--- src/rtl/vga_timing_pkg.sv ---
// Shared VGA timing constants and decoder state encoding, used by both the
// sync generator and the sync decoder.
package vga_timing_pkg;

  localparam int DEF_H_ACTIVE = 640;
  localparam int DEF_H_FP     = 16;
  localparam int DEF_H_SYNC   = 96;
  localparam int DEF_H_BP     = 48;
  localparam int DEF_V_ACTIVE = 480;
  localparam int DEF_V_FP     = 10;
  localparam int DEF_V_SYNC   = 2;
  localparam int DEF_V_BP     = 33;

  localparam int DEF_H_TOTAL  = DEF_H_ACTIVE + DEF_H_FP + DEF_H_SYNC + DEF_H_BP;
  localparam int DEF_V_TOTAL  = DEF_V_ACTIVE + DEF_V_FP + DEF_V_SYNC + DEF_V_BP;
  localparam int DEF_HS_START = DEF_H_ACTIVE + DEF_H_FP;
  localparam int DEF_HS_END   = DEF_HS_START + DEF_H_SYNC;
  localparam int DEF_VS_START = DEF_V_ACTIVE + DEF_V_FP;

  localparam logic [9:0] WD_LIMIT = 10'd1023;

  typedef enum logic [1:0] {
    HUNT   = 2'd0,
    SYNC_H = 2'd1,
    LOCKED = 2'd2
  } vga_state_t;

  // Counter step with wrap back to zero after the last value.
  function automatic logic [9:0] wrap_inc(input logic [9:0] v, input logic [9:0] last);
    return (v == last) ? 10'd0 : v + 10'd1;
  endfunction

endpackage

--- src/rtl/sync_edge_det.sv ---
// Normalises a sync input to active-high, keeps its pix_en-gated previous
// value and reports assert/deassert edges for the current pixel tick.
module sync_edge_det #(
  parameter bit POL = 1'b0
) (
  input  logic clk,
  input  logic rst,
  input  logic pix_en,
  input  logic sync,
  output logic assert_edge,
  output logic deassert_edge
);

  logic norm;
  logic prev;

  assign norm = POL ? sync : ~sync;

  always_ff @(posedge clk) begin
    if (rst) begin
      prev <= 1'b0;
    end else if (pix_en) begin
      prev <= norm;
    end
  end

  assign assert_edge   = pix_en & norm & ~prev;
  assign deassert_edge = pix_en & ~norm & prev;

endmodule

--- src/rtl/vga_sync_decoder.sv ---
// Recovers pixel position from incoming hsync/vsync, locks onto clean timing
// and flags horizontal/vertical timing violations.
module vga_sync_decoder import vga_timing_pkg::*; #(
  parameter int H_ACTIVE = DEF_H_ACTIVE,
  parameter int H_FP     = DEF_H_FP,
  parameter int H_SYNC   = DEF_H_SYNC,
  parameter int H_BP     = DEF_H_BP,
  parameter int V_ACTIVE = DEF_V_ACTIVE,
  parameter int V_FP     = DEF_V_FP,
  parameter int V_SYNC   = DEF_V_SYNC,
  parameter int V_BP     = DEF_V_BP,
  parameter bit SYNC_POL = 1'b0
) (
  input  logic       clk,
  input  logic       rst,
  input  logic       pix_en,
  input  logic       hsync,
  input  logic       vsync,
  output logic [9:0] x,
  output logic [9:0] y,
  output logic       active,
  output logic       locked,
  output logic       frame_start,
  output logic       h_err,
  output logic       v_err
);

  localparam int H_TOTAL = H_ACTIVE + H_FP + H_SYNC + H_BP;
  localparam int V_TOTAL = V_ACTIVE + V_FP + V_SYNC + V_BP;

  localparam logic [9:0] X_LAST     = 10'(H_TOTAL - 1);
  localparam logic [9:0] Y_LAST     = 10'(V_TOTAL - 1);
  localparam logic [9:0] X_ACT      = 10'(H_ACTIVE);
  localparam logic [9:0] Y_ACT      = 10'(V_ACTIVE);
  localparam logic [9:0] HS_START_X = 10'(H_ACTIVE + H_FP);
  localparam logic [9:0] HS_PRE_X   = 10'(H_ACTIVE + H_FP - 1);
  localparam logic [9:0] HS_LAST_X  = 10'(H_ACTIVE + H_FP + H_SYNC - 1);
  localparam logic [9:0] VS_START_Y = 10'(V_ACTIVE + V_FP);
  localparam logic [9:0] VS_PRE_Y   = 10'(V_ACTIVE + V_FP - 1);

  logic hs_rise, hs_fall, vs_rise, vs_fall_unused;

  sync_edge_det #(.POL(SYNC_POL)) u_hs_edge (
    .clk(clk), .rst(rst), .pix_en(pix_en), .sync(hsync),
    .assert_edge(hs_rise), .deassert_edge(hs_fall)
  );

  // vsync deassert timing is not checked, only its assert edge matters.
  sync_edge_det #(.POL(SYNC_POL)) u_vs_edge (
    .clk(clk), .rst(rst), .pix_en(pix_en), .sync(vsync),
    .assert_edge(vs_rise), .deassert_edge(vs_fall_unused)
  );

  vga_state_t state, state_nx;
  logic [9:0] wd, wd_nx, x_nx, y_nx;
  logic       good, good_nx, h_err_nx, v_err_nx;
  logic       active_nx, frame_nx, locked_nx;

  always_comb begin
    state_nx = state;
    x_nx     = x;
    y_nx     = y;
    wd_nx    = wd;
    good_nx  = good;
    h_err_nx = 1'b0;
    v_err_nx = 1'b0;
    if (pix_en) begin
      if (state == HUNT) begin
        x_nx = 10'd0;
        y_nx = 10'd0;
      end else begin
        x_nx = wrap_inc(x, X_LAST);
        if (vs_rise) begin
          y_nx = VS_START_Y;
        end else if (x == X_LAST && !hs_rise) begin
          y_nx = wrap_inc(y, Y_LAST);
        end else begin
          y_nx = y;
        end
      end
      if (hs_rise) begin
        x_nx = HS_START_X;
      end
      wd_nx = hs_rise ? 10'd0 : ((wd == WD_LIMIT) ? wd : wd + 10'd1);

      case (state)
        HUNT: begin
          good_nx = 1'b0;
          if (hs_rise) begin
            state_nx = SYNC_H;
          end
        end
        SYNC_H: begin
          if (hs_rise) begin
            if (x != HS_PRE_X) begin
              h_err_nx = 1'b1;
              good_nx  = 1'b0;
            end else begin
              good_nx  = 1'b1;
            end
          end
          if (vs_rise && good_nx) begin
            state_nx = LOCKED;
          end
          if (wd_nx == WD_LIMIT) begin
            state_nx = HUNT;
          end
        end
        LOCKED: begin
          if (vs_rise && y != VS_PRE_Y) begin
            v_err_nx = 1'b1;
            state_nx = SYNC_H;
          end
          if (wd_nx == WD_LIMIT) begin
            state_nx = HUNT;
          end
          // A horizontal violation overrides any vsync-driven transition.
          if ((hs_rise && x != HS_PRE_X) || (hs_fall && x != HS_LAST_X)) begin
            h_err_nx = 1'b1;
            state_nx = HUNT;
          end
        end
        default: begin
          state_nx = HUNT;
        end
      endcase
    end

    locked_nx = (state_nx == LOCKED);
    active_nx = locked_nx && (x_nx < X_ACT) && (y_nx < Y_ACT);
    frame_nx  = pix_en && locked_nx && (x_nx == 10'd0) && (y_nx == 10'd0) &&
                ((x != 10'd0) || (y != 10'd0));
  end

  always_ff @(posedge clk) begin
    if (rst) begin
      state       <= HUNT;
      x           <= 10'd0;
      y           <= 10'd0;
      wd          <= 10'd0;
      good        <= 1'b0;
      active      <= 1'b0;
      locked      <= 1'b0;
      frame_start <= 1'b0;
      h_err       <= 1'b0;
      v_err       <= 1'b0;
    end else begin
      state       <= state_nx;
      x           <= x_nx;
      y           <= y_nx;
      wd          <= wd_nx;
      good        <= good_nx;
      active      <= active_nx;
      locked      <= locked_nx;
      frame_start <= frame_nx;
      h_err       <= h_err_nx;
      v_err       <= v_err_nx;
    end
  end

endmodule

--- config.mk ---
export PLATFORM = sky130hd
export DESIGN_NAME = vga_sync_decoder
export DESIGN_NICKNAME = d
export VERILOG_FILES = /design/src/rtl/vga_timing_pkg.sv /design/src/rtl/sync_edge_det.sv /design/src/rtl/vga_sync_decoder.sv
export SDC_FILE = /design/constraint.sdc
export NUM_CORES = 1
export LEC_CHECK = 0
export ABC_AREA = 0
export CAP_MARGIN = 20
export CORE_MARGIN = 2
export CORE_UTILIZATION = 43
export CTS_CLUSTER_SIZE = 20
export DETAILED_ROUTE_END_ITERATION = 12
export PLACE_DENSITY = 0.63
export SLEW_MARGIN = 20
export SYNTH_ARGS = -nofsm -noshare
export SYNTH_HDL_FRONTEND = slang
export SYNTH_SLANG_ARGS = --single-unit
--- constraint.sdc ---
create_clock -name clk -period 2.9 [get_ports clk]
set_input_delay 0.725 -clock clk [delete_from_list [all_inputs] [get_ports clk]]
set_output_delay 0.725 -clock clk [all_outputs]
set_load 0.03 [all_outputs]
Word level (Yosys, flattened, before mapping) --
Index checks and enable logic that the tools add are counted.
Word-level totals: bits in registers 40, input bits 5, output and inout bits 25, logic and storage cells 91
Operators by class: reduce and logical (&&, ||, !) cells 23, bitwise logic cells 12, add/subtract/negate cells 3, mux-type cells 29, $lt $le $gt $ge 2, eq/ne operators 10
Operators by type and width (number):
- 10-bit 2-to-1 mux | 11
- 10-bit == test, second input constant | 4
- 10-bit by 1-bit adder with 10-bit output, second input constant | 3
- 10-bit logical NOT | 2
- 10-bit != test, second input constant | 2
- 10-bit nonzero test | 2
- 2-bit 2-to-1 mux | 7
- 1-bit logical AND | 11
- 10-bit < comparator, second input constant | 1
- 10-bit by 9-bit < comparator with 1-bit output, second input constant | 1
- 10-bit by 9-bit != test with 1-bit output, second input constant | 1
- 1-bit 2-to-1 mux | 8
- 1-bit bitwise AND | 6
- 1-bit inverter | 6
- 2-bit one-hot mux with 3 select lines | 1
- 2-bit == test, second input constant | 2
- 1-bit one-hot mux with 2 select lines | 2
- 3-bit OR reduction | 1
- 2-bit by 1-bit == test with 1-bit output, second input constant | 1
- 2-bit logical NOT | 1
- 1-bit logical OR | 2
- 2-bit AND reduction | 1
- 2-bit nonzero test | 1
- 2-bit OR reduction | 1
- 1-bit logical NOT | 1

Longest topological paths before layout --
depth after elaboration 16, gate-level depth with buffers 10, depth with buffers taken out 9

Hierarchy --
A second synthesis with hierarchy kept.
Second synthesis, totals: cells, all modules 388, area, all modules 2907.8 sq um
Modules (own cells, without submodules):
- vga_sync_decoder | sequential area each 760.7 sq um, area an instance 2815.2 sq um, times used 1, cells each 378
- sync_edge_det | sequential area each 20.0 sq um, area an instance 46.3 sq um, times used 2, cells each 5

Worst setup path after synthesis --
No wires, ideal clock.
path type input-to-reg, start input port pix_en, end register active, path slack 0.107 ns, setup time 0.080 ns, stages 8, required time 2.820 ns, path buffers 1, arrival 2.713 ns, cells stage by stage clkbuf_1 nor3b_2 nor4_1 o31ai_1 a2111oi_0 mux2_2 nor3_1 nor3b_1
Between the ends: cells in the longest elaborated chain, start to end 13, elaborated cells on any way between the ends 37, classes of those cells 2 x order compare; 2 x eq/ne; 18 x mux; 6 x bitwise; 9 x reduce/logical
Ends and longest elaborated chain:
- start, declared | RTL line vga_sync_decoder.sv:16 | input logic pix_en,
- 1-bit bitwise AND (2 in a row) | RTL line sync_edge_det.sv:27 | assign assert_edge = pix_en & norm & ~prev;
- 1-bit 2-to-1 mux | RTL line vga_sync_decoder.sv:94 | if (hs_rise) begin
- 1-bit 2-to-1 mux | RTL line vga_sync_decoder.sv:86 | case (state)
- 1-bit 2-to-1 mux | RTL line vga_sync_decoder.sv:67 | if (pix_en) begin
- 1-bit logical AND | RTL line vga_sync_decoder.sv:102 | if (vs_rise && good_nx) begin
- 2-bit 2-to-1 mux | RTL line vga_sync_decoder.sv:102
- 2-bit 2-to-1 mux | RTL line vga_sync_decoder.sv:105 | if (wd_nx == WD_LIMIT) begin
- 2-bit one-hot mux with 3 select lines | RTL line vga_sync_decoder.sv:86
- 2-bit 2-to-1 mux | RTL line vga_sync_decoder.sv:67
- 2-bit == test | RTL line vga_sync_decoder.sv:129 | locked_nx = (state_nx == LOCKED);
- 1-bit logical AND | RTL line vga_sync_decoder.sv:130 | active_nx = locked_nx && (x_nx < X_ACT) && (y_nx < Y_ACT);
- 1-bit logical AND (*) | RTL line vga_sync_decoder.sv:130
- end signal, assigned | RTL line vga_sync_decoder.sv:153 | active <= active_nx;
- end, declared | RTL line vga_sync_decoder.sv:21 | output logic active,
Every way passes the cells marked *; elsewhere a longest branch is shown, timed or not. The select of a mux whose other input is x is not followed. A chain may end at the register's enable or synchronous reset.

Final worst setup path --
Same ends and word-level chain as after synthesis.

==> metrics.txt <==
status=completed; crit-path cells=clkdlybuf4s50_1 -> nor3b_4 -> buf_4 -> or4_4 -> buf_4 -> or3_1 -> o31ai_2 -> a21oi_2 -> nor3_2 -> nor3b_1; Hold Crit Start=good; count leader, synth=nor2_1; Fin Clk Skew=about 0.009 ns; antenna violations before repair=0; CTS Buf Count=5; Crit Reg-Reg Endpoint=frame_start; dpl cell area=3540 µm²; Hold Crit Class=reg -> reg; Top FF cell, synth=dfxtp_1; cell mode on critical path=buf_4; Reg2Reg Setup Slack=roughly 0.18 ns; total number of vias=approximately 3200; Initial Util=43.81%; num rows=29; CP arrival=just over 3 ns; drt via density=6.081; first-pass GRT wire length=14040 µm; Syn-to-layout area delta=37.89%; # H-tree levels=2; I/O pins=30; Hold Slack=around 0.49 ns; post-route setup TNS=0 ns; final hold violations=0; worst-case clock buffer depth=2; routability congestion estimate=~0.98; Fillers=approximately 570; 1st-iter DRT viols=266; GRT Total Usage=between 20% and 30%; CTS Hold Buffers Added=0; CTS clk-pin slew, worst paths=approximately 0.090 ns; maximum clock frequency=0.3523 GHz; Worst Hold End=good; Total Power=~1200 µW; Die ar.=between 7000 and 8000 µm²; Die H=between 80 and 90 µm; IO Port Bufs=29; Clock Latency Late Sink=around 0.30 ns; register area=between 800 and 900 µm²; Root Driver=clkbuf_8; Finished Layout Cells=529; ys async rst share=0%; mean post-synth cell area=roughly 7.5 µm²; worst r2r src=x[1]; Yosys cell types=between 50 and 60; post-DP HPWL=6463 µm; Tcrit/Tclk final=a little over nine tenths; Slew @ Worst Pin=roughly 0.48 ns; top-area cell type share of the netlist area=between 20 and 30%; relative slew slack=67.54%; Worst Path Max Fanout=6; Max Cap Viol=0; largest net degree at the start of global routing=21; number of global-route vias before repair=between 2000 and 3000; worst r2r path cells=8; Crit. End Element=flip-flop; drt drc=0; Critical Path Source Type=input pin; top post-synthesis cells by count=nor2_1 (45), dfxtp_1 (40), nand2_1 (40), o21ai_0 (23), a21oi_1 (20); CP Class=in -> reg; DRT Pass-1 Iters=6; TritonCTS clock tree=yes; clock sinks=40; CP max stage delay=0.47 ns; Leak=between 0.001 and 0.0015 µW; min Tclk post-route=approximately 2.8 ns; Core Region=around 6200 µm²; VDD IR max=slightly below 200 µV; dpl cells=slightly above 500; nets=466; CP max stage cell=clkdlybuf4s50_1; fraction of layout instances using a drive strength above 1=24.12%; CP Data Required Time=a little over 3 ns; Die Span X=roughly 84 µm; Final ANT Viol Nets=0; EDFF count, synth=0; Pwr per Cell Area=about 320 nW/µm²; GRT overflow=0; Slew Viols, Final=0; cells after synthesis=between 300 and 400; area leader, netlist=dfxtp_1; Mapped Nets=380; Setup-failing EPs final=0; Synth area leaders=dfxtp_1 (29%), nor2_1 (6.2%), nand2_1 (5.5%); number of antenna diodes=0; Hold Path Stages=2; wire per inst=about 17 µm; Multi-input gate area=approximately 1900 µm²; Yosys reg bits=40; post-synthesis sequential area ratio=between 20% and 30%; final WL=8905 µm; cell area after layout=approximately 3800 µm²; Ys Warns=0; Synth Cell Area=around 2700 µm²
==> per-layer routing <==
layer  GRT usage [%]  part of all wire [%]  vias up
met3           4.352                   6.7       26
met1           33.05                    44     1514
met2           38.47                    46      165
li1                -                     -     1512
met4           9.531                   2.7        0
met5               0                     0        -
==> cells in the final DEF, fill, tap and decap left out, types with 8 or more instances in the layout <==
master           synthesis  routed
a211oi_1                 9       9
nand4_1                  9       9
nor2_1                  45      45
nand3_1                 13      13
nor3_1                  11       8
clkdlybuf4s50_1          0      29
ha_1                    10      10
o21ai_0                 23      21
nand2_1                 40      40
dfxtp_1                 40      40
inv_1                    9       9
buf_4                    0      69
a21oi_1                 20      18
==> worst max path at each step <==
| stage | end | start |
|---|---|---|
| floorplan | active | pix_en |
| global placement | frame_start | pix_en |
| detailed placement | frame_start | pix_en |
| CTS | frame_start | pix_en |
| global route | active | pix_en |
| finish | active | pix_en |
==> sequential cells by signal, indices dropped and copies added (netlist names) <==
| register | cells |
|---|---|
| wd | 10 |
| x | 10 |
| y | 10 |
| state | 2 |
| active | 1 |
| frame_start | 1 |
| good | 1 |
| h_err | 1 |
| locked | 1 |
| u_hs_edge.prev | 1 |
| u_vs_edge.prev | 1 |
| v_err | 1 |
==> per-stage QoR <==
step / setup WS [ns] / util, %
after floorplan: 0.1075 / -
after global placement: -0.2942 / 56.72
after detailed placement: -0.4002 / 56.72
after CTS: 0.03068 / 58.40
after global routing: -0.02622 / 60.41
final: 0.06183 / 60.41
==> cells by family after synthesis <==
group                    synth area share [%]
AND/OR/NAND/NOR                         34.83
AO/OA/AOI/OAI                           22.84
flip-flops                              29.29
buffers and inverters                   4.439
XOR/XNOR                                3.204
adder cells (fa/ha/maj)                 4.577
multiplexers                           0.8237
==> worst max-delay path: cells and delay by family <==
family          cells  cell delay [ns]
buf+inv             3             0.80
compound gates      2             0.32
simple gates        5             1.19
==> repair_timing <==
item | in CTS | in global routing
pin swaps | 0 | 4
gates resized for setup | 4 | 22
setup buffers | 0 | 2
endpoints found under the setup margin | 2 | 2
==> area by class of cell <==
type,instances,share of cell area [%]
repair buffers,98,21.44
flip-flops and latches,40,21.24
multi-input cells,296,51.38
inverters,10,0.9957
clock buffers,8,2.390
well taps,77,2.556
==> power breakdown <==
part           leakage, µW  internal, µW  switching (µW)
sequential        0.000324           559            12.7
combinational      0.00105           103             134
clock            0.0000455           195             207
total              0.00142           857             354
(Power assumes the default switching activity.)
